$ cat src/rtl/bcd_calc_ctrl.sv
// rtl/bcd_calc_ctrl.sv - keypad sequencing controller for the two-digit BCD ALU
module bcd_calc_ctrl #(
    parameter int EXEC_CYCLES = 1
) (
    input  logic       clk,
    input  logic       rst,
    input  logic       key_valid,
    input  logic [3:0] key_code,
    output logic [7:0] alu_op1,
    output logic [7:0] alu_op2,
    output logic [1:0] alu_opcode,
    input  logic [7:0] alu_result,
    input  logic       alu_c_out,
    output logic [7:0] disp_value,
    output logic       overflow,
    output logic       busy
);

    typedef enum logic [2:0] {
        S_ENTER_A = 3'd0,
        S_ENTER_B = 3'd1,
        S_EXEC    = 3'd2,
        S_SHOW    = 3'd3,
        S_ERR     = 3'd4
    } state_t;

    localparam logic [3:0] LAST_CNT = 4'(EXEC_CYCLES - 1);

    state_t     state_q, state_d;
    logic [7:0] a_q, a_d, b_q, b_d;
    logic [1:0] op_q, op_d, chain_op_q, chain_op_d;
    logic       b_entered_q, b_entered_d, is_chain_q, is_chain_d;
    logic [3:0] cnt_q, cnt_d;
    logic [7:0] disp_q, disp_d;
    logic       ovf_q, ovf_d, busy_q, busy_d;

    logic       k_digit, k_op, k_eq, k_clr;
    logic [1:0] key_op;

    assign k_digit = key_valid && (key_code <= 4'd9);
    assign k_op    = key_valid && ((key_code == 4'hA) || (key_code == 4'hB));
    assign k_eq    = key_valid && (key_code == 4'hE);
    assign k_clr   = key_valid && (key_code == 4'hC);
    assign key_op  = (key_code == 4'hA) ? 2'b01 : 2'b10;

    always_ff @(posedge clk) begin
        if (rst) begin
            state_q     <= S_ENTER_A;
            a_q         <= 8'h00;
            b_q         <= 8'h00;
            op_q        <= 2'b00;
            chain_op_q  <= 2'b00;
            b_entered_q <= 1'b0;
            is_chain_q  <= 1'b0;
            cnt_q       <= 4'd0;
            disp_q      <= 8'h00;
            ovf_q       <= 1'b0;
            busy_q      <= 1'b0;
        end else begin
            state_q     <= state_d;
            a_q         <= a_d;
            b_q         <= b_d;
            op_q        <= op_d;
            chain_op_q  <= chain_op_d;
            b_entered_q <= b_entered_d;
            is_chain_q  <= is_chain_d;
            cnt_q       <= cnt_d;
            disp_q      <= disp_d;
            ovf_q       <= ovf_d;
            busy_q      <= busy_d;
        end
    end

    always_comb begin
        state_d     = state_q;
        a_d         = a_q;
        b_d         = b_q;
        op_d        = op_q;
        chain_op_d  = chain_op_q;
        b_entered_d = b_entered_q;
        is_chain_d  = is_chain_q;
        cnt_d       = cnt_q;
        // Clear wins over everything, including an EXEC completing on the same edge.
        if (k_clr) begin
            state_d     = S_ENTER_A;
            a_d         = 8'h00;
            b_d         = 8'h00;
            op_d        = 2'b00;
            chain_op_d  = 2'b00;
            b_entered_d = 1'b0;
            is_chain_d  = 1'b0;
            cnt_d       = 4'd0;
        end else begin
            case (state_q)
                S_ENTER_A, S_SHOW: begin
                    if (k_digit) begin
                        a_d     = (state_q == S_SHOW) ? {4'h0, key_code} : {a_q[3:0], key_code};
                        state_d = S_ENTER_A;
                    end else if (k_op) begin
                        op_d        = key_op;
                        b_d         = 8'h00;
                        b_entered_d = 1'b0;
                        state_d     = S_ENTER_B;
                    end
                end
                S_ENTER_B: begin
                    if (k_digit) begin
                        b_d         = {b_q[3:0], key_code};
                        b_entered_d = 1'b1;
                    end else if (k_op && !b_entered_q) begin
                        op_d = key_op;
                    end else if (k_op) begin
                        chain_op_d = key_op;
                        is_chain_d = 1'b1;
                        cnt_d      = 4'd0;
                        state_d    = S_EXEC;
                    end else if (k_eq) begin
                        is_chain_d = 1'b0;
                        cnt_d      = 4'd0;
                        state_d    = S_EXEC;
                    end
                end
                S_EXEC: begin
                    if (cnt_q == LAST_CNT) begin
                        a_d = alu_result;
                        if (alu_c_out) begin
                            state_d = S_ERR;
                        end else if (is_chain_q) begin
                            op_d        = chain_op_q;
                            b_d         = 8'h00;
                            b_entered_d = 1'b0;
                            state_d     = S_ENTER_B;
                        end else begin
                            state_d = S_SHOW;
                        end
                    end else begin
                        cnt_d = cnt_q + 4'd1;
                    end
                end
                S_ERR: state_d = S_ERR;
                default: state_d = S_ENTER_A;
            endcase
        end
    end

    always_comb begin
        disp_d = a_d;
        if (state_d == S_ENTER_B) disp_d = b_d;
        else if (state_d == S_EXEC) disp_d = disp_q;
        ovf_d      = (state_d == S_ERR);
        busy_d     = (state_d == S_EXEC);
        alu_opcode = (state_q == S_EXEC) ? op_q : 2'b00;
    end

    assign alu_op1    = a_q;
    assign alu_op2    = b_q;
    assign disp_value = disp_q;
    assign overflow   = ovf_q;
    assign busy       = busy_q;

endmodule

$ cat config.mk
export PLATFORM = sky130hd
export DESIGN_NAME = bcd_calc_ctrl
export DESIGN_NICKNAME = d
export VERILOG_FILES = /design/src/rtl/bcd_calc_ctrl.sv
export SDC_FILE = /design/constraint.sdc
export NUM_CORES = 1
export LEC_CHECK = 0
export BUFFER_PORTS_ARGS = -buffer_cell sky130_fd_sc_hd__clkbuf_2
export CAP_MARGIN = 20
export CORE_ASPECT_RATIO = 0.6
export CORE_MARGIN = 2
export CORE_UTILIZATION = 58
export DETAILED_ROUTE_END_ITERATION = 8
export PLACE_DENSITY = 0.84
export SLEW_MARGIN = 20
export SYNTH_ARGS = -nofsm -noshare
export SYNTH_HDL_FRONTEND = slang
export SYNTH_SLANG_ARGS = --single-unit
$ cat constraint.sdc
create_clock -name clk -period 6.2 [get_ports clk]
set_clock_uncertainty 0.2 [all_clocks]
set_input_delay 1.86 -clock clk [delete_from_list [all_inputs] [get_ports clk]]
set_output_delay 1.86 -clock clk [all_outputs]
set_load 0.01 [all_outputs]
# After elaboration in Yosys (flattened, before gate mapping)
# Cells that the tools add are included.
# word_totals
word_cells	108
out_inout_bits	28
ff_bits	39
# classes
reduce_logical	19
order_cmp	1
eq_ne	23
n_addsub	1
n_bitwise	2
muxes	51
# op_table
operator	n
$mux 8	13
$mux 3	9
$pmux 8 s3	1
$mux 2	10
$mux 4	5
$ne 2x2->1 const B	10
$eq 4x4->1 const B	4
$pmux 8 s2	1
$pmux 3 s4	1
$eq 3x2->1 const B	3
$mux 1	8
$pmux 4 s2	1
$reduce_and 4->1	2
$reduce_and 8->1	1
$reduce_and 7->1	1
$eq 3x1->1 const B	2
$eq 3x3->1 const B	2
$pmux 2 s3	1
$logic_and 1x1->1	5
$reduce_and 5->1	1
$add 4x1->4 const B	1
$le 4x4->1 const B	1
$logic_not 4->1	1
$reduce_bool 2->1	2
9 further kinds	11

# Logic depth before layout (Yosys ltp)
# depth
depth_word	11
mapped_depth	10
ltp_nobuf	8

# Worst setup path before layout
# OpenSTA, ideal clock, no wires.
# synth_path
kind	input to register
startpoint	input key_code[1]
endpoint	register disp_q[4], in the netlist disp_value[4]
stages	7
required_ns	5.880
path_buffers	1
path_slack_ns	2.128
arrival_time_ns	3.752
setup_ns	0.120
cell_sequence	buf_2 o21ai_1 a211oi_1 a222oi_1 nand4_2 and3_1 a211o_1
# synth_between
elab_chain_cells	10
elab_cells_between_ends	32
# synth_lines
element	line	source
from (decl)	8	input logic [3:0] key_code,
$eq 4x4->1, on equally long branches	42, 41	
$logic_and 1x1->1 or $logic_or 1x1->1 (tied branches)	42, 41	
$mux 3 or $logic_and 1x1->1 (tied branches)	117, 41	
$mux 3 or $logic_and 1x1->1 (tied branches)	112, 110	
$mux 3	110	end else if (k_op && !b_entered_q) begin
$mux 3	107	if (k_digit) begin
$pmux 3 s4	94	case (state_q)
$mux 3	84	if (k_clr) begin
$eq 3x2->1 or $eq 3x1->1 (tied branches)	149, 148	
$ne 2x1->1 (no line) or $mux 8 (tied branches)	--	
to (signal assigned)	68	disp_q <= disp_d;
to (decl)	34	logic [7:0] disp_q, disp_d;
# Several ways; a longest one is shown, not always the timed one. The select of a mux whose other input is x is not followed.
# A chain may end at the register's enable or synchronous reset.

# Worst setup path after layout
# Same ends and word-level chain as after synthesis.

==> results.md <==
- Status: completed
- Total power: 0.000561 W
- CP Launch Type: primary input
- Via density: a little over 6
- Die area: 0.00398 mm^2
- Die Wd: 80.1 um
- Met1 usage: 44.9%
- Starting Density: 61.4%
- Number of library cell types mapped by synthesis: 57
- Final Non-Filler Cells: ~320
- Skew-Pair Late Insertion Delay: 290 ps
- Cts bufs inserted: 5
- Vias: just under 2000
- Slew Limit Fails: 0
- Max rail drop VDD: 170 uV
- Critical path's largest stage delay: 660 ps
- FFs w/ async S/R, synth: 0%
- GPL Wtd Cong: 0.957
- # DRC: 0
- Sequential power share: 48.0%
- Setup CP Type: primary input to flip-flop
- Cell Pwr Density: 242 mW/mm^2
- Vias in the first global route: 1682
- DRT iter0 DRCs: 186
- Synth top area cells: dfxtp_1, nor2_1, a21oi_1, nand2_1, a22oi_1
- Postcts setup bufs: 0
- Worst hold stages: 1
- Min Tclk post-route: 4180 ps
- Post-Synthesis Net Count: 253
- Crit-path max FO: 10
- Sequential share of the synthesized area: 38.8%
- CP arrival: 4170 ps
- GRT busiest layer: met1
- Area post-placement: 0.00221 mm^2
- Mapped Cells: about 240
- Share of the synthesized area in the top cell type: just under 40%
- Reg2reg start: cnt_q[0]
- Chip Height: ~50 um
- Yosys reg bits: 39
- CP Data Required Time: 6190 ps
- Synth area leader: dfxtp_1
- Antenna fix cells: 0
- CTS sink cnt: 39
- CP Launch Point: key_code[1]
- Hold Crit Start: disp_value[4]
- Synth-to-layout area growth: 15.2%
- Sw frac: 26.6%
- DRT Pass-1 Iters: 4
- Setup TNS: 0 ps
- Initial antenna violation count: 0
- Fin crit share: approximately two thirds
- Gr ovfl total: 0
- Antenna-violating nets left: 0
- DRT Wirelength: 5.23 mm
- GR Util met2: 35.1%
- Net Sw Power: 0.000149 W
- Hold endpoint: disp_value[4]
- Post-Place Worst Slack: between 1500 and 2000 ps
- Final hold vios: 0
- Tightest Pin Transition: 825 ps
- First-pass GRT wire length: 8.49 mm
- Post_cts resized: 0
- Core ar.: 0.00328 mm^2
- Synth warnings: 0
- Internal power: 0.000411 W
- Final HPWL DP: ~4.0 mm
- Reg2reg end: disp_value[4]
- GRT met3 Usage: 8.61%
- I/O pin count: 44
- Top_reg_cell synth: dfxtp_1
- Max-cap violations: 0
- CTS Hold Bufs: 0
- Row count: 16
- Avg Inst Size Synth: between 8 and 9 um^2
- Buffers on Ports: 43
- Worst slew margin: 45.0%
- Cells after DPL: 309
- Synthesized area: 0.00201 mm^2
- RSZ-0062 raised after global routing: false
- GR Util All Layers: between 20% and 30%
- LEAKAGE: 1.00 nW
- Final WS setup: 2020 ps
- Share of layout cells above drive strength 1: between 20% and 30%
- Setup Viol. Count Final: 0
- Flop-to-flop setup slack: 3140 ps
- CTS Buffer Depth: 2
- Post-synth EDFFs: 0
- Largest net degree at the start of global routing: 24
- CTS tree: yes
- Nets@finish: 289
- Crit-path leading delay family: compound AO/OA/AOI/OAI gates
- Routed len/inst: 16.5 um
- Clock power share: 37.7%
- Crit path capture type: flip-flop
- Stages on worst setup path: 7
- CTS H-tree lvls: 2
- R2R depth: 8
- Finished Cell Area: 0.00232 mm^2
- Logic pwr share: 14.3%
- Buf/Inv on CP: 1
- Peak Freq: 239 MHz
- Worst-path cell chain: clkbuf_2, o21ai_1, a211oi_1, a222oi_1, nand4_2, and3_1, a211o_1
- Crit-path slowest cell: a222oi_1
- Root buf cell: clkbuf_8
- Hold Path Class: flip-flop to flip-flop
- Clk slew on worst S/H paths: 80 ps
-- power by group through the flow --
stage          sequential (W)  clock [W]  combinational (W)
3_5_place_dp         0.000274          0          0.0000783
4_1_cts              0.000269   0.000217          0.0000786
5_1_grt              0.000270   0.000225          0.0000877
6_report             0.000269   0.000211          0.0000802
3_3_place_gp         0.000274          0          0.0000780
2_1_floorplan        0.000276          0          0.0000502
-- cells in the final DEF (no fill, tap or decap), drive strengths merged, types with 5 or more instances in the layout --
cell    count
clkbuf     48
dfxtp      39
nor2       26
nand2      19
a21oi      15
inv         9
nand3       8
and2        8
a22oi       7
o21ai       7
and3        5
nor2b       5
a22o        5
-- cells in the mapped netlist, types with 5 or more instances --
library cell,n
nand3_1,8
o21ai_0,5
a21oi_1,15
clkbuf_1,7
nor2b_1,5
nand2_1,19
inv_1,9
dfxtp_1,39
a22oi_1,7
nor2_1,25
and2_1,7
a22o_1,5
and3_1,5
-- per-layer routing --
| metal | wire [um] | share of wire, % |
|---|---|---|
| met1 | 2490 | 48 |
| met2 | 2010 | 38 |
| met3 | 652 | 12 |
| met4 | 73 | 1.4 |
| met5 | 0 | 0 |
-- worst reg2reg max path: cells and delay by family, from the launching register on --
family	cells	cell delay, ps
flops	1	360
compound gates	2	1020
fa+ha+maj	1	200
simple gates	4	1100
buf+inv	1	80
-- how the worst max path moves through the flow --
stage                    end  slack, ps
6_report       disp_value[4]       2020
5_1_grt        disp_value[4]       1790
4_1_cts        disp_value[4]       2090
3_5_place_dp   disp_value[4]       1790
3_3_place_gp   disp_value[4]       1910
2_1_floorplan  disp_value[4]       2130
-- metrics by stage --
stage               hold WS [ps]  utilization (%)
global placement             249             67.2
floorplan                    240                -
global route                 292             70.7
detailed placement           253             67.2
CTS                          271             70.7
finish                       270             70.7
-- area by class of cell --
| class | count | area, um^2 |
|---|---|---|
| Sequential cell | 39 | 781 |
| Clock inverter | 3 | 43.8 |
| Inverter | 9 | 33.8 |
| Fill cell | 266 | 963 |
| Clock buffer | 5 | 68.8 |
| Multi-Input combinational cell | 173 | 1120 |
| Timing Repair Buffer | 43 | 215 |
| Tap cell | 45 | 56.3 |
-- registers in the layout, summed over array words and instances, names as in the netlist --
signal / flops
alu_op1: 8
alu_op2: 8
b_entered_q: 1
busy: 1
chain_op_q: 2
cnt_q: 4
disp_value: 8
is_chain_q: 1
op_q: 2
overflow: 1
state_q: 3
-- logic make-up after synthesis --
family | count (synthesis) | share of synthesized area (%)
XOR/XNOR | 5 | 2.17
buffers and inverters | 23 | 5.59
flip-flops | 39 | 38.8
AND/OR/NAND/NOR | 93 | 25.2
AO/OA/AOI/OAI | 71 | 26.1
adder cells (fa/ha/maj) | 2 | 1.24
multiplexers | 2 | 0.994
Note: power is estimated with default switching activity, not from simulation.
